==> src/rtl/telemetry_rx_pkg.sv <==
// telemetry_rx_pkg: shared constants and state types for the telemetry receiver
// Holds the packet header bytes, the payload length and the parser/UART state enums.
package telemetry_rx_pkg;
    localparam logic [7:0] HDR_1    = 8'hAA;
    localparam logic [7:0] HDR_2    = 8'h55;
    localparam int         PAY_LEN  = 6;
    localparam logic [2:0] PAY_LAST = 3'(PAY_LEN - 1);
    typedef enum logic [1:0] {HDR1, HDR2, PAYLOAD} pstate_t;
    typedef enum logic [2:0] {U_IDLE, U_START, U_DATA, U_STOP, U_WAIT} ustate_t;
endpackage

==> src/rtl/telemetry_rx_uart_rx.sv <==
// uart_rx: 8N1 LSB-first UART receiver with input synchronizer
// Ports: clk, rst_n (async active-low), rx_i (raw serial line, idle high),
//        byte_o (received byte, valid with byte_vld_o), byte_vld_o (1-cycle pulse),
//        frm_err_o (1-cycle pulse when the stop bit samples low).
module uart_rx
    import telemetry_rx_pkg::*;
#(
    parameter int BAUD_DIV = 2604
) (
    input  logic       clk,
    input  logic       rst_n,
    input  logic       rx_i,
    output logic [7:0] byte_o,
    output logic       byte_vld_o,
    output logic       frm_err_o
);
    localparam int CW = $clog2(BAUD_DIV);
    localparam logic [CW-1:0] FULL = CW'(BAUD_DIV - 1);
    localparam logic [CW-1:0] HALF = CW'(BAUD_DIV / 2 - 1);
    ustate_t       state_q, state_d;
    logic [CW-1:0] cnt_q, cnt_d;
    logic [2:0]    bit_q, bit_d;
    logic [7:0]    sh_q, sh_d;
    logic          meta_q, sync_q, prev_q;
    logic          vld_q, vld_d, ferr_q, ferr_d;
    always_ff @(posedge clk or negedge rst_n) begin
        if (!rst_n) begin
            meta_q  <= 1'b1;
            sync_q  <= 1'b1;
            prev_q  <= 1'b1;
            state_q <= U_IDLE;
            cnt_q   <= '0;
            bit_q   <= '0;
            sh_q    <= '0;
            vld_q   <= 1'b0;
            ferr_q  <= 1'b0;
        end else begin
            meta_q  <= rx_i;
            sync_q  <= meta_q;
            prev_q  <= sync_q;
            state_q <= state_d;
            cnt_q   <= cnt_d;
            bit_q   <= bit_d;
            sh_q    <= sh_d;
            vld_q   <= vld_d;
            ferr_q  <= ferr_d;
        end
    end
    // START samples at the half-bit point to reject glitches; every later
    // sample lands one full bit period after the previous one (mid-bit).
    always_comb begin
        state_d = state_q;
        cnt_d   = cnt_q + 1'b1;
        bit_d   = bit_q;
        sh_d    = sh_q;
        vld_d   = 1'b0;
        ferr_d  = 1'b0;
        case (state_q)
            U_IDLE: begin
                cnt_d = '0;
                if (prev_q && !sync_q) state_d = U_START;
            end
            U_START: if (cnt_q == HALF) begin
                cnt_d   = '0;
                bit_d   = '0;
                state_d = sync_q ? U_IDLE : U_DATA;
            end
            U_DATA: if (cnt_q == FULL) begin
                cnt_d = '0;
                sh_d  = {sync_q, sh_q[7:1]};
                bit_d = bit_q + 1'b1;
                if (bit_q == 3'd7) state_d = U_STOP;
            end
            U_STOP: if (cnt_q == FULL) begin
                cnt_d   = '0;
                vld_d   = sync_q;
                ferr_d  = !sync_q;
                state_d = sync_q ? U_IDLE : U_WAIT;
            end
            U_WAIT: begin
                cnt_d = '0;
                if (sync_q) state_d = U_IDLE;
            end
            default: state_d = U_IDLE;
        endcase
    end
    assign byte_o     = sh_q;
    assign byte_vld_o = vld_q;
    assign frm_err_o  = ferr_q;
endmodule

==> src/rtl/telemetry_rx.sv <==
// telemetry_rx: UART telemetry packet receiver (AA 55 + 3x12-bit readings)
// Ports: clk, rst_n (async active-low), RX (serial line from sensor TX),
//        batt/curr/torque (last valid readings), tlm_vld (update pulse),
//        frm_err (stop-bit error pulse), pkt_err (malformed payload pulse).
module telemetry_rx
    import telemetry_rx_pkg::*;
#(
    parameter int BAUD_DIV = 2604
) (
    input  logic        clk,
    input  logic        rst_n,
    input  logic        RX,
    output logic [11:0] batt,
    output logic [11:0] curr,
    output logic [11:0] torque,
    output logic        tlm_vld,
    output logic        frm_err,
    output logic        pkt_err
);
    logic [7:0]      rx_byte;
    logic            bvld, ferr;
    pstate_t         state_q, state_d;
    logic [2:0]      idx_q, idx_d;
    logic [4:0][7:0] buf_q;
    logic [11:0]     batt_q, curr_q, torque_q;
    logic            tlm_q, tlm_d, pkt_q, pkt_d, frm_q;
    uart_rx #(.BAUD_DIV(BAUD_DIV)) u_uart (
        .clk       (clk),
        .rst_n     (rst_n),
        .rx_i      (RX),
        .byte_o    (rx_byte),
        .byte_vld_o(bvld),
        .frm_err_o (ferr)
    );
    always_ff @(posedge clk or negedge rst_n) begin
        if (!rst_n) begin
            state_q  <= HDR1;
            idx_q    <= '0;
            buf_q    <= '0;
            batt_q   <= '0;
            curr_q   <= '0;
            torque_q <= '0;
            tlm_q    <= 1'b0;
            pkt_q    <= 1'b0;
            frm_q    <= 1'b0;
        end else begin
            state_q <= state_d;
            idx_q   <= idx_d;
            tlm_q   <= tlm_d;
            pkt_q   <= pkt_d;
            frm_q   <= ferr;
            if (bvld && state_q == PAYLOAD) buf_q <= {buf_q[3:0], rx_byte};
            // Payload bytes 0..4 sit in buf_q[4..0]; the 6th is still on rx_byte.
            if (tlm_d) begin
                batt_q   <= {buf_q[4][3:0], buf_q[3]};
                curr_q   <= {buf_q[2][3:0], buf_q[1]};
                torque_q <= {buf_q[0][3:0], rx_byte};
            end
        end
    end
    // A byte pulse and a framing error never coincide, and all three output
    // pulses are registered from the same cycle, so they are mutually exclusive.
    always_comb begin
        state_d = state_q;
        idx_d   = idx_q;
        tlm_d   = 1'b0;
        pkt_d   = 1'b0;
        if (ferr) begin
            state_d = HDR1;
        end else if (bvld) begin
            case (state_q)
                HDR1: state_d = rx_byte == HDR_1 ? HDR2 : HDR1;
                HDR2: begin
                    idx_d   = '0;
                    state_d = rx_byte == HDR_2 ? PAYLOAD : rx_byte == HDR_1 ? HDR2 : HDR1;
                end
                PAYLOAD: begin
                    if (!idx_q[0] && rx_byte[7:4] != 4'h0) begin
                        pkt_d   = 1'b1;
                        state_d = HDR1;
                    end else if (idx_q == PAY_LAST) begin
                        tlm_d   = 1'b1;
                        state_d = HDR1;
                    end else begin
                        idx_d = idx_q + 1'b1;
                    end
                end
                default: state_d = HDR1;
            endcase
        end
    end
    assign batt    = batt_q;
    assign curr    = curr_q;
    assign torque  = torque_q;
    assign tlm_vld = tlm_q;
    assign pkt_err = pkt_q;
    assign frm_err = frm_q;
endmodule

==> config.mk <==
export PLATFORM = sky130hd
export DESIGN_NAME = telemetry_rx
export DESIGN_NICKNAME = d
export VERILOG_FILES = /design/src/rtl/telemetry_rx_pkg.sv /design/src/rtl/telemetry_rx_uart_rx.sv /design/src/rtl/telemetry_rx.sv
export SDC_FILE = /design/constraint.sdc
export NUM_CORES = 1
export LEC_CHECK = 0
export ABC_CLOCK_PERIOD_IN_PS = 2100
export BUFFER_PORTS_ARGS = -buffer_cell sky130_fd_sc_hd__clkbuf_2
export CAP_MARGIN = 15
export CORE_ASPECT_RATIO = 1.5
export CORE_MARGIN = 2
export CORE_UTILIZATION = 45
export CTS_CLUSTER_SIZE = 24
export DETAILED_ROUTE_END_ITERATION = 6
export GPL_ROUTABILITY_DRIVEN = 0
export HOLD_SLACK_MARGIN = 0.02
export MAX_ROUTING_LAYER = met4
export PLACE_DENSITY = 0.61
export SETUP_SLACK_MARGIN = 0.05
export SYNTH_ARGS = -nofsm -noshare
export SYNTH_HDL_FRONTEND = slang
export SYNTH_SLANG_ARGS = --single-unit
==> constraint.sdc <==
create_clock -name clk -period 2.1 [get_ports clk]
set_input_delay 0.42 -clock clk [delete_from_list [all_inputs] [get_ports clk]]
set_output_delay 0.42 -clock clk [all_outputs]
set_load 0.05 [all_outputs]
# Yosys cells after proc, flatten, opt, wreduce, memory -nomap -nowiden
# Cells that the tools add are included.
[totals]
ff_bits = 111
word_cells = 103
inputBits = 3
out_inout_bits = 39
[classes]
n_addsub = 3
muxes = 38
reduce_logical = 18
n_eq_ne = 21
bitwise_logic = 1
[op_table]
columns = ["op", "n"]
rows = [
  ["12-bit case mux with 3 select lines", 1],
  ["3-bit 2-to-1 mux", 11],
  ["12-bit 2-to-1 mux", 2],
  ["3-bit case mux with 5 select lines", 1],
  ["1-bit 2-to-1 mux", 14],
  ["12-bit by 1-bit adder with 12-bit output, second input constant", 1],
  ["12-bit by 11-bit equality test with 1-bit output, second input constant", 1],
  ["12-bit equality test, second input constant", 1],
  ["2-bit 2-to-1 mux", 6],
  ["2-bit by 1-bit inequality test with 1-bit output, second input constant", 6],
  ["3-bit case mux with 2 select lines", 2],
  ["3-bit equality test, second input constant", 3],
  ["8-bit by 7-bit equality test with 1-bit output, second input constant", 1],
  ["8-bit equality test, second input constant", 1],
  ["3-bit by 1-bit adder with 3-bit output, second input constant", 2],
  ["3-bit by 2-bit equality test with 1-bit output, second input constant", 2],
  ["2-bit case mux with 3 select lines", 1],
  ["6-bit AND reduction", 1],
  ["2-bit nonzero test", 3],
  ["5-bit AND reduction", 1],
  ["2-bit inequality test, second input constant", 2],
  ["4-bit by 1-bit inequality test with 1-bit output, second input constant", 1],
  ["2-bit AND reduction", 2],
  ["4-bit nonzero test", 1],
  ["other kinds (10)", 14],
]

# Logic depth before layout (Yosys ltp)
# Gate-level depths: netlist of the first run.
[logic_depth]
depth_word = 6
mapped_depth = 7
ltp_nobuf = 6

# Hierarchy
# Synthesis of the first run repeated with hierarchy kept, for this count alone.
[unflattened]
cells_unflattened = 320
area_unflattened_um2 = 4708.3
[by_module_without_submodules]
columns = ["mod", "cells_per_inst", "seq_area_each_um2", "instances", "area_each_um2"]
rows = [
  ["telemetry_rx", 198, 2001.9, 1, 3233.1],
  ["uart_rx", 122, 779.5, 1, 1475.2],
]

# Worst setup path before layout of the first run
# OpenSTA, ideal clock, no wires.
[synth_timing]
kind = "reg-to-reg"
from = "register u_uart.cnt_q[0]"
to = "register u_uart.sh_q[1] (netlist: u_uart.byte_o[1])"
path_stages_with_launch = 6
path_buffers = 1
arrival_time_ns = 1.480
setup_ns = 0.125
t_required_ns = 1.975
slack_ns = 0.495
period_less_slack_ns = 1.605
path_cell_list = "dfrtp_1 -> ha_1 -> and3_1 -> nand4_1 -> buf_2 -> mux2_2"
[synth_via]
elab_chain_len = 2
[synth_rtl]
columns = ["item", "line_no", "rtl"]
rows = [
  ["from (decl)", "telemetry_rx_uart_rx.sv:21", "logic [CW-1:0] cnt_q, cnt_d;"],
  ["from (signal assigned)", "telemetry_rx_uart_rx.sv:42", "cnt_q <= cnt_d;"],
  ["12-bit equality test", "telemetry_rx_uart_rx.sv:68", "U_DATA: if (cnt_q == FULL) begin"],
  ["2-bit AND reduction (no line)", "n/a", ""],
  ["to (signal assigned)", "telemetry_rx_uart_rx.sv:34", "sh_q <= '0;"],
  ["to (signal assigned)", "telemetry_rx_uart_rx.sv:44", "sh_q <= sh_d;"],
  ["to (decl)", "telemetry_rx_uart_rx.sv:23", "logic [7:0] sh_q, sh_d;"],
]
# Every way passes these cells.
# A chain may end at the register's enable or synchronous reset.

# Worst setup path after layout of the first run
[layout_timing]
from = "register state_q[1]"
to = "register curr_q[10] (netlist: curr[10])"
[layout_via]
elab_chain_len = 4
[layout_rtl]
columns = ["item", "line_no", "rtl"]
rows = [
  ["from (decl)", "telemetry_rx.sv:22", "pstate_t state_q, state_d;"],
  ["from (signal assigned)", "telemetry_rx.sv:47", "state_q <= state_d;"],
  ["2-bit equality test", "telemetry_rx.sv:71", "case (state_q)"],
  ["1-bit 2-to-1 mux", "telemetry_rx.sv:71", ""],
  ["1-bit 2-to-1 mux", "telemetry_rx.sv:70", "end else if (bvld) begin"],
  ["1-bit 2-to-1 mux", "telemetry_rx.sv:68", "if (ferr) begin"],
  ["to (signal assigned)", "telemetry_rx.sv:56", "curr_q <= {buf_q[2][3:0], buf_q[1]};"],
  ["to (decl)", "telemetry_rx.sv:25", "logic [11:0] batt_q, curr_q, torque_q;"],
]
# Every way passes these cells.

==> flow_metrics.env, run 1 <==
export IMPL_max_freq_ghz=0.536
export IMPL_p_sw_w=0.00105
export IMPL_vias=2710
export IMPL_max_slew_margin_rel_pct=72.5
export IMPL_syn_to_final_growth_pct=14.3
export IMPL_wl_per_cell_um=14.5
export IMPL_num_rows=46
export IMPL_cts_tree="yes"
export IMPL_synth_ff_type="dfrtp_1"
export IMPL_drt_iter0_drc=111
export IMPL_grt_antenna_before_repair=0
export IMPL_root_buffer="clkbuf_16"
export IMPL_swShare_pct=24.1
export IMPL_syn_area_um2=4800
export IMPL_drive_above_1_share_pct=40.9
export IMPL_grt_pass1_vias=2862
export IMPL_portBuffers=41
export IMPL_htreeDepth=3
export IMPL_tns_ns=0
export IMPL_start_util_pct=45.8
export IMPL_drt_pass1_iterations=4
export IMPL_synthDistinctLibCells=48
export IMPL_synthCells=338
export IMPL_ios=42
export IMPL_synth_async_reset_ratio_pct=100
export IMPL_hold_path_class="input port to flip-flop"
export IMPL_cp_arrival_ns=2.10
export IMPL_max_clock_path_buffers=2
export IMPL_whs_ns=0.156
export IMPL_cp_slowest_stage_delay_ns=0.54
export IMPL_r2r_setup_slack_ns=0.23
export IMPL_holdPathStages=1
export IMPL_post_cts_setup_buffers=0
export IMPL_synth_enable_flop_cells=0
export IMPL_worstHoldStart="RX"
export IMPL_finalSetupViolCount=0
export IMPL_grt_overflow_total=0
export IMPL_total_power_w=0.00435
export IMPL_synth_warnings=0
export IMPL_min_to="u_uart.meta_q$_DFF_PN1_"
export IMPL_cpMaxStageDelayCell="dfrtp_1"
export IMPL_maxCapViolations=0
export IMPL_combPwrFrac_pct=6.2
export IMPL_fp_dieH_um=130
export IMPL_fin_cells=535
export IMPL_endpoint_kind="flip-flop"
export IMPL_critPathMaxFanout=37
export IMPL_critPathLaunchType="flip-flop"
export IMPL_worst_pin_slew_ns=0.407
export IMPL_worstReg2RegEnd="curr[10]$_DFFE_PN0P_"
export IMPL_fp_coreArea_um2=10500
export IMPL_syn_nets=347
export IMPL_postSynthAreaPerCell_um2=14.2
export IMPL_path_cells="nand3b_4, nor3_4, nand2_8, mux2_4"
export IMPL_clkSinkCount=111
export IMPL_grt_start_max_net_pins=38
export IMPL_worstSkewPairLatency_ns=0.34
export IMPL_clk_pin_slew_ns=0.07
export IMPL_die_area_um2=11500
export IMPL_seqPwrFrac_pct=53.5
export IMPL_ir_worst_vdd_uv=417
export IMPL_clock_skew_ns=0.00645
export IMPL_synth_seq_cells=111
export IMPL_wl_um=7750
export IMPL_utilization_pct=52.4
export IMPL_pwr_density_cell_nw_per_um2=794
export IMPL_cellLeakagePower_nw=2.85
export IMPL_crit_buf_inv=0
export IMPL_p_int_w=0.00330
export IMPL_antennaDiodeCount=0
export IMPL_reg2regPathDepth=4
export IMPL_ant_nets=0
export IMPL_critPathRequiredTime_ns=2.33
export IMPL_status="finished, final reports clean"
export IMPL_grt_pass1_wl_um=13600
export IMPL_rsz0062_at_grt="no"
export IMPL_via_per_inst=5.07
export IMPL_p_clk_share_pct=40.4
export IMPL_path_delay_family="simple AND/OR/NAND/NOR gates"
export IMPL_dieWidth_um=88.3
export IMPL_grt_use_total_pct=15.6
export IMPL_ys_seq_area_share_pct=58.0
export IMPL_final_hold_violation_count=0
export IMPL_period_needed_ns=1.87
export IMPL_crit_type="flip-flop to flip-flop"
export IMPL_cts_buffers=9
export IMPL_r2r_start="state_q[1]$_DFFE_PN0P_"
export IMPL_drv_slew=0
export IMPL_dp_hpwl_um=5440
export IMPL_period_share_pct=88.8
export IMPL_dpl_cell_count=518
export IMPL_finalNetCount=395
export IMPL_drc=0
cell usage after synthesis (all sizes together) (4+ instances only):
cell / n / area [um^2]
o21ai: 8 / 40.0
dfrtp: 108 / 2700
nand4: 6 / 37.5
a21oi: 6 / 30.0
nor2: 21 / 78.8
ha: 6 / 75.1
inv: 9 / 33.8
xnor2: 9 / 78.8
nor3: 4 / 31.3
nand3: 9 / 45.0
buf: 13 / 115
nand2: 9 / 50.1
nor4: 7 / 50.1
and3: 4 / 25.0
mux2: 79 / 998
cells in the final DEF (no fill, tap or decap), drive strengths merged, types with 2 or more instances in the layout:
cell type	instances
nor4bb	2
nor4	7
clkbuf	50
and3	4
nor2	21
xor2	3
nand2	9
nor2b	3
xnor2	9
nand4	6
dfstp	3
nand2b	3
inv	12
buf	11
clkinvlp	2
nand3	9
or2	2
nand4b	3
nor4b	3
o21ai	8
mux2	79
dfrtp	108
nor3b	3
nor3	4
a21oi	6
ha	6
how the worst max path moves through the flow:
| stage | from | end | slack, ns | depth (start not counted) |
|---|---|---|---|---|
| 2_1_floorplan | u_uart.cnt_q[0]$_DFF_PN0_ | u_uart.byte_o[1]$_DFFE_PN0P_ | 0.50 | 5 |
| 3_3_place_gp | state_q[1]$_DFFE_PN0P_ | curr[5]$_DFFE_PN0P_ | 0.26 | 4 |
| 3_5_place_dp | state_q[1]$_DFFE_PN0P_ | curr[10]$_DFFE_PN0P_ | 0.23 | 4 |
| 4_1_cts | state_q[1]$_DFFE_PN0P_ | curr[10]$_DFFE_PN0P_ | 0.23 | 4 |
| 5_1_grt | state_q[1]$_DFFE_PN0P_ | curr[11]$_DFFE_PN0P_ | 0.1 | 4 |
| 6_report | state_q[1]$_DFFE_PN0P_ | curr[10]$_DFFE_PN0P_ | 0.23 | 4 |
repair_timing:
action                                  CTS  global route
gates resized for setup                   0             1
hold buffers                              1             0
endpoints found under the setup margin    0            12
endpoints found under the hold margin    18             0
area by class of cell:
cell class	instances	area, um^2
flip-flops and latches	111	2780
repair buffers	52	318
well taps	144	180
fillers	950	4990
multi-input cells	203	1860
clock buffers	10	239
inverters	9	33.8
clock inverters	6	73.8
registers in the layout (all words and copies together) (netlist names), 2 cells and up:
| register | flops |
|---|---|
| batt | 12 |
| torque | 12 |
| u_uart.cnt_q | 12 |
| idx_q | 3 |
| buf_q | 36 |
| u_uart.state_q | 3 |
| state_q | 2 |
| u_uart.bit_q | 3 |
| u_uart.byte_o | 8 |
| curr | 12 |
power by group through the flow:
stage	registers, W	logic, W	clock network (W)
floorplan	0.00230	0.000236	0
global placement	0.00237	0.000265	0
detailed placement	0.00237	0.000271	0
CTS	0.00233	0.000276	0.00183
global route	0.00234	0.000318	0.00193
finish	0.00233	0.000269	0.00176
through the flow:
stage / setup slack [ns] / cell area (um^2)
CTS: 0.225 / 5480
global placement: 0.263 / 5160
floorplan: 0.495 / 4800
finish: 0.234 / 5480
detailed placement: 0.234 / 5160
global route: 0.0977 / 5480
kinds of logic (layout without fill, tap and decap cells):
kind of cell	count (synthesis)	after routing	share of synthesized area [%]
DFF	111	111	58.0
and+or+nand+nor	84	84	11.2
muxes	79	79	20.8
buffers and inverters	24	77	3.29
AOI/OAI and AO/OA	22	22	2.90
xor gates and xnor gates	12	12	2.19
adders and majority gates	6	6	1.57
worst register-to-register path: cells and delay by family (launching register included):
kind | cells | cell delay (ns)
and+or+nand+nor | 3 | 0.81
DFF | 1 | 0.54
muxes | 1 | 0.41
routing by layer:
layer  global-route usage, %  share of wire (%)  wire length (um)  vias up
met1                    18.0                 42              3290     1342
met3                    3.77                3.3               255       16
met5                       -                  0                 0        -
li1                        -                  -                 -     1301
met2                    25.7                 51              3970       51
met4                    6.95                2.9               228        0
Power figures use the tool's default switching activity.
==> inputs of run 2 (changes only) <==
Settings changed: ABC_CLOCK_PERIOD_IN_PS 2100 to 1600, PLACE_DENSITY 0.61 to 0.71.
Clock period 2.1 ns to 1.6 ns, I/O delays scaled along.
==> run 2 against run 1 <==
The flow now finishes with violations (setup timing). Critical endpoint is now curr[3]$_DFFE_PN0P_. Hold slack got worse by 0.10 ns. Combinational power rose to 3.1 times the previous value. Worst setup slack got worse by 0.28 ns. Final area rose by 13%. Register-to-register slack got worse by 0.28 ns. Clock skew rose by 0.0017 ns. Global-route usage rose by 3.2 points. Largest cell class unchanged. Critical path type unchanged. Clock-buffer cell count fell by 1. Die area did not move. Wire length rose by 29%.
==> flow_metrics.env, run 2 (synthesis results as in run 1) <==
export IMPL_drt_iter0_drc=189
export IMPL_vias=3066
export IMPL_maxCapViolations=0
export IMPL_p_clk_share_pct=35.2
export IMPL_seqPwrFrac_pct=51.0
export IMPL_nFillCells=807
export IMPL_cts_tree="yes"
export IMPL_ant_nets=0
export IMPL_dieWidth_um=88.3
export IMPL_grt_pass1_vias=3262
export IMPL_setup_slack_ns=-0.0449
export IMPL_cp_arrival_ns=1.88
export IMPL_post_route_cell_area_um2=6170
export IMPL_holdPathStages=1
export IMPL_period_needed_ns=1.64
export IMPL_largest_reg_flops=36
export IMPL_grt_use_total_pct=18.9
export IMPL_drive_above_1_share_pct=55.0
export IMPL_clkSinkCount=111
export IMPL_wl_per_cell_um=17.2
export IMPL_drv_slew=0
export IMPL_wl_um=9990
export IMPL_critPathRequiredTime_ns=1.83
export IMPL_grt_pass1_wl_um=16100
export IMPL_seq_area_um2=2780
export IMPL_min_to="u_uart.meta_q$_DFF_PN1_"
export IMPL_whs_ns=0.0546
export IMPL_grt_start_max_net_pins=39
export IMPL_total_power_w=0.00599
export IMPL_finalSetupViolCount=34
export IMPL_regMostFlops="buf_q"
export IMPL_ios=42
export IMPL_status="finished with violations"
export IMPL_finalNetCount=441
export IMPL_root_buffer="clkbuf_16"
export IMPL_critPathLaunchType="flip-flop"
export IMPL_fp_dieH_um=130
export IMPL_placed_area_um2=5390
export IMPL_endpoint_kind="flip-flop"
export IMPL_pwr_density_cell_nw_per_um2=971
export IMPL_hold_path_class="input port to flip-flop"
export IMPL_worstHoldStart="RX"
export IMPL_worst_pin_slew_ns=0.405
export IMPL_antennaDiodeCount=0
export IMPL_start_util_pct=45.8
export IMPL_fp_coreArea_um2=10500
export IMPL_final_hold_violation_count=0
export IMPL_clock_skew_ns=0.00819
export IMPL_grt_antenna_before_repair=0
export IMPL_crit_type="flip-flop to flip-flop"
export IMPL_swShare_pct=26.1
export IMPL_violations="setup timing"
export IMPL_final_common_cell="dfrtp_1"
export IMPL_p_int_w=0.00443
export IMPL_worstSkewPairLatency_ns=0.35
export IMPL_path_cells="nor4_4, or2_4, buf_12, nand2_4, mux2_4"
export IMPL_layout_common_cells="dfrtp_1 (106), mux2_2 (50), buf_4 (43)"
export IMPL_rsz0062_at_grt="yes"
export IMPL_max_slew_margin_rel_pct=73.0
export IMPL_cpMaxStageDelayCell="dfrtp_1"
export IMPL_cellLeakagePower_nw=3.11
export IMPL_worstReg2RegEnd="curr[3]$_DFFE_PN0P_"
export IMPL_htreeDepth=3
export IMPL_combPwrFrac_pct=13.7
export IMPL_num_rows=46
export IMPL_drc=0
export IMPL_ir_worst_vdd_uv=766
export IMPL_clk_pin_slew_ns=0.07
export IMPL_cts_buffers=9
export IMPL_cp_slowest_stage_delay_ns=0.43
export IMPL_max_clock_path_buffers=2
export IMPL_max_freq_ghz=0.608
export IMPL_portBuffers=41
export IMPL_r2r_start="u_uart.byte_o[7]$_DFFE_PN0P_"
export IMPL_via_per_inst=5.29
export IMPL_syn_to_final_growth_pct=28.7
export IMPL_period_share_pct=103
export IMPL_reg2regPathDepth=5
export IMPL_r2r_setup_slack_ns=-0.04
export IMPL_critPathMaxFanout=6
export IMPL_multi_input_area_um2=2200
export IMPL_drt_pass1_iterations=4
export IMPL_die_area_um2=11500
export IMPL_dp_hpwl_um=6170
export IMPL_grt_overflow_total=0
export IMPL_p_sw_w=0.00157
[run 2: timing repair]
action,CTS,global route
pin swaps,11,16
gates resized for setup,32,30
setup buffers,9,4
gates cloned,7,0
endpoints found under the hold margin,22,0
hold buffers,1,0
endpoints found under the setup margin,52,63
[run 2: worst max-delay path: cells and delay by family (launching register included)]
kind                   cells  cell delay [ns]
buffers and inverters      1             0.16
flip-flops                 1             0.43
multiplexers               1             0.31
AND/OR/NAND/NOR            3             0.63
[run 2: metrics by stage]
stage / setup slack (ns) / cells / util (%) / setup TNS, ns
2_1_floorplan: 0.00897 / 338 / - / 0
5_1_grt: -0.0799 / 580 / 58.9 / -2.72
4_1_cts: -0.0340 / 576 / 57.4 / -0.593
6_report: -0.0449 / 580 / 58.9 / -0.708
3_5_place_dp: -0.174 / 544 / 51.5 / -5.60
3_3_place_gp: -0.0964 / 544 / 51.5 / -3.24
[run 2: final cells by class]
class | instances | share of cell area [%]
clock inverter | 6 | 0.892
timing repair buffer | 92 | 11.2
inverter | 9 | 0.547
tap | 144 | 2.92
clock buffer | 9 | 3.65
multi-input combinational | 209 | 35.7
sequential | 111 | 45.1
[run 2: worst max path at each step]
stage                            startpoint  slack, ns             endpoint
6_report       u_uart.byte_o[7]$_DFFE_PN0P_      -0.04  curr[3]$_DFFE_PN0P_
5_1_grt        u_uart.byte_o[7]$_DFFE_PN0P_      -0.08  curr[3]$_DFFE_PN0P_
4_1_cts        u_uart.byte_o[4]$_DFFE_PN0P_      -0.03  curr[3]$_DFFE_PN0P_
3_5_place_dp           idx_q[1]$_DFFE_PN0P_      -0.17  curr[0]$_DFFE_PN0P_
3_3_place_gp           idx_q[1]$_DFFE_PN0P_       -0.1  curr[7]$_DFFE_PN0P_
2_1_floorplan  u_uart.byte_o[4]$_DFFE_PN0P_      0.009  batt[0]$_DFFE_PN0P_
[run 2: power groups by stage]
stage / sequential (W) / combinational (W) / clock [W]
2_1_floorplan: 0.00303 / 0.000320 / 0
6_report: 0.00306 / 0.000824 / 0.00211
4_1_cts: 0.00303 / 0.000638 / 0.00216
3_3_place_gp: 0.00307 / 0.000533 / 0
5_1_grt: 0.00307 / 0.000903 / 0.00229
3_5_place_dp: 0.00307 / 0.000554 / 0
[run 2: layer usage]
| metal | vias to the layer above | share of wire (%) | track usage (%) |
|---|---|---|---|
| li1 | 1411 | - | - |
| met3 | 31 | 2.9 | 3.39 |
| met5 | - | 0 | - |
| met1 | 1548 | 36 | 19.1 |
| met2 | 76 | 58 | 34.6 |
| met4 | 0 | 3.4 | 8.56 |
==> inputs of run 3 (changes only) <==
Settings changed: SYNTH_HIERARCHICAL set to 1.
==> run 3 against run 2 <==
The run still ends with setup timing left. Fmax fell by 13%. First-iteration DRC count down 35%. Register-to-register slack worse by 0.25 ns. Core utilization is 0.47 points higher. Critical endpoint is now curr[8]$_DFFE_PN0P_.
==> flow_metrics.env, run 3 <==
export IMPL_hold_path_class="input port to flip-flop"
export IMPL_syn_to_final_growth_pct=27.9
export IMPL_finalNetCount=426
export IMPL_root_buffer="clkbuf_16"
export IMPL_syn_area_um2=4710
export IMPL_fp_coreArea_um2=10100
export IMPL_period_needed_ns=1.89
export IMPL_rsz0062_at_grt="yes"
export IMPL_die_area_um2=11300
export IMPL_synth_async_reset_ratio_pct=100
export IMPL_critPathMaxFanout=15
export IMPL_ant_nets=0
export IMPL_total_power_w=0.00570
export IMPL_antennaDiodeCount=0
export IMPL_worstSkewPairLatency_ns=0.34
export IMPL_dp_hpwl_um=5870
export IMPL_clock_skew_ns=0.00875
export IMPL_postSynthAreaPerCell_um2=14.7
export IMPL_maxCapViolations=0
export IMPL_drt_iter0_drc=123
export IMPL_synth_seq_cells=111
export IMPL_regMostFlops="buf_q"
export IMPL_synth_enable_flop_cells=0
export IMPL_synthDistinctLibCells=54
export IMPL_grt_antenna_before_repair=0
export IMPL_finalSetupViolCount=47
export IMPL_wl_per_cell_um=17.0
export IMPL_synth_warnings=6
export IMPL_syn_nets=329
export IMPL_pwr_density_cell_nw_per_um2=947
export IMPL_clkSinkCount=111
export IMPL_start_util_pct=46.5
export IMPL_synth_commonest_cells="dfrtp_1 (108), mux2_2 (43), mux2_4 (30)"
export IMPL_largest_reg_flops=36
export IMPL_cts_buffers=9
export IMPL_max_slew_margin_rel_pct=73.8
export IMPL_endpoint_kind="flip-flop"
export IMPL_cp_arrival_ns=2.12
export IMPL_critPathLaunchType="flip-flop"
export IMPL_violations="setup timing"
export IMPL_cts_tree="yes"
export IMPL_nFillCells=779
export IMPL_place_ws_ns=-0.443
export IMPL_ios=42
export IMPL_grt_overflow_total=0
export IMPL_ir_worst_vdd_uv=581
export IMPL_fp_dieH_um=129
export IMPL_final_hold_violation_count=0
export IMPL_crit_type="flip-flop to flip-flop"
export IMPL_via_per_inst=5.35
export IMPL_tns_ns=-10.25
export IMPL_grt_start_max_net_pins=44
export IMPL_drv_slew=0
export IMPL_multi_input_area_um2=2020
export IMPL_grt_pass1_wl_um=15100
export IMPL_synth_top_cell_area_share_pct=57.4
export IMPL_setup_slack_ns=-0.292
export IMPL_portBuffers=41
export IMPL_yosysTopAreaCell="dfrtp_1"
export IMPL_yosysMostFrequentCell="dfrtp_1"
export IMPL_seq_area_um2=2780
export IMPL_period_share_pct=118
export IMPL_critPathRequiredTime_ns=1.83
export IMPL_final_common_cell="dfrtp_1"
export IMPL_ys_seq_area_share_pct=59.1
export IMPL_drc=0
export IMPL_layout_common_cells="dfrtp_1 (106), mux2_4 (44), buf_4 (43)"
export IMPL_status="finished with violations"
export IMPL_dieWidth_um=87.5
export IMPL_grt_use_total_pct=17.6
export IMPL_drive_above_1_share_pct=55.0
export IMPL_htreeDepth=3
export IMPL_wl_um=9180
export IMPL_synth_ff_type="dfrtp_1"
export IMPL_grt_pass1_vias=3061
export IMPL_whs_ns=0.0550
export IMPL_num_rows=45
export IMPL_max_clock_path_buffers=2
export IMPL_synthTopCellsByArea="dfrtp_1 (57%), mux2_2 (10%), mux2_4 (9.6%), dfstp_2 (1.7%), mux2_1 (1.7%)"
export IMPL_vias=2885
export IMPL_max_freq_ghz=0.528
export IMPL_worst_pin_slew_ns=0.392
export IMPL_synthCells=320
export IMPL_cellLeakagePower_nw=3.16
export IMPL_clk_pin_slew_ns=0.07
export IMPL_drt_pass1_iterations=4
run 3: cell types whose count changed in the layout (fill, tap and decap cells not counted), sizes merged, moves of 3 or more:
cell / delta
xor2: +5
and4bb: +3
nand2: -10
xnor2: -7
buf: +3
or3: +3
nor2: -4
nor4: -6
run 3: layout make-up:
type	count	area share, %
multi-input cells	193	33.5
flip-flops and latches	111	46.2
well taps	117	2.43
inverters	6	0.374
clock buffers	10	3.97
repair buffers	96	12.6
clock inverters	6	0.852
run 3: routing by layer:
| metal | up-vias | wire [um] | track usage (%) |
|---|---|---|---|
| met4 | 0 | 125 | 6.33 |
| met3 | 11 | 281 | 4.14 |
| met2 | 55 | 5030 | 30.0 |
| li1 | 1351 | - | - |
| met5 | - | 0 | - |
| met1 | 1468 | 3740 | 20.1 |
run 3: what timing repair did:
item | CTS | global route
gates cloned | 3 | 1
pin swaps | 22 | 2
resized for setup | 33 | 12
setup buffers | 4 | 4
hold endpoints to repair | 21 | 0
endpoints found under the setup margin | 62 | 70
hold buffers | 1 | 0
run 3: worst max-delay path, cell delays in order (launching register included):
cell and delay [ns]:
dfrtp_1 0.38, nand2b_4 0.14, or3_4 0.33, or3_4 0.43
buf_16 0.20, mux2_4 0.30
run 3: power by group:
group / internal [W] / total (W) / leakage [nW] / switching [W]
Combinational: 0.000277 / 0.000620 / 1.48 / 0.000344
Clock: 0.00112 / 0.00215 / 0.139 / 0.00103
Sequential: 0.00286 / 0.00293 / 1.53 / 0.0000726
run 3: cell families (layout without fill, tap and decap cells):
family	after synthesis	after routing	synth area share [%]
adder cells (fa/ha/maj)	6	6	1.59
flip-flops	111	111	59.1
AO/OA/AOI/OAI	27	27	4.04
XOR/XNOR	10	10	1.86
AND/OR/NAND/NOR	70	70	9.86
buffers and inverters	16	118	2.05
multiplexers	80	80	21.5
run 3: worst paths after layout:
path	start	end	slack (ns)	cells after the start
worst max-delay path	u_uart/frm_err_o$_DFF_PN0_	curr[8]$_DFFE_PN0P_	-0.29	5
worst min-delay path	RX	u_uart/meta_q$_DFF_PN1_	0.06	1
worst max register to register	u_uart/frm_err_o$_DFF_PN0_	curr[8]$_DFFE_PN0P_	-0.29	5
worst min register to register	u_uart/meta_q$_DFF_PN1_	u_uart/sync_q$_DFF_PN1_	0.36	0
max in group asynchronous	rst_n	torque[5]$_DFFE_PN0P_	0.61	3
min in group asynchronous	rst_n	batt[11]$_DFFE_PN0P_	0.43	2
run 3: through the flow:
step	instance area (um^2)	instances	util (%)
global route	6020	539	59.4
floorplan	4760	320	-
CTS	5920	534	58.4
detailed placement	5420	510	53.4
finish	6020	539	59.4
global placement	5420	510	53.4
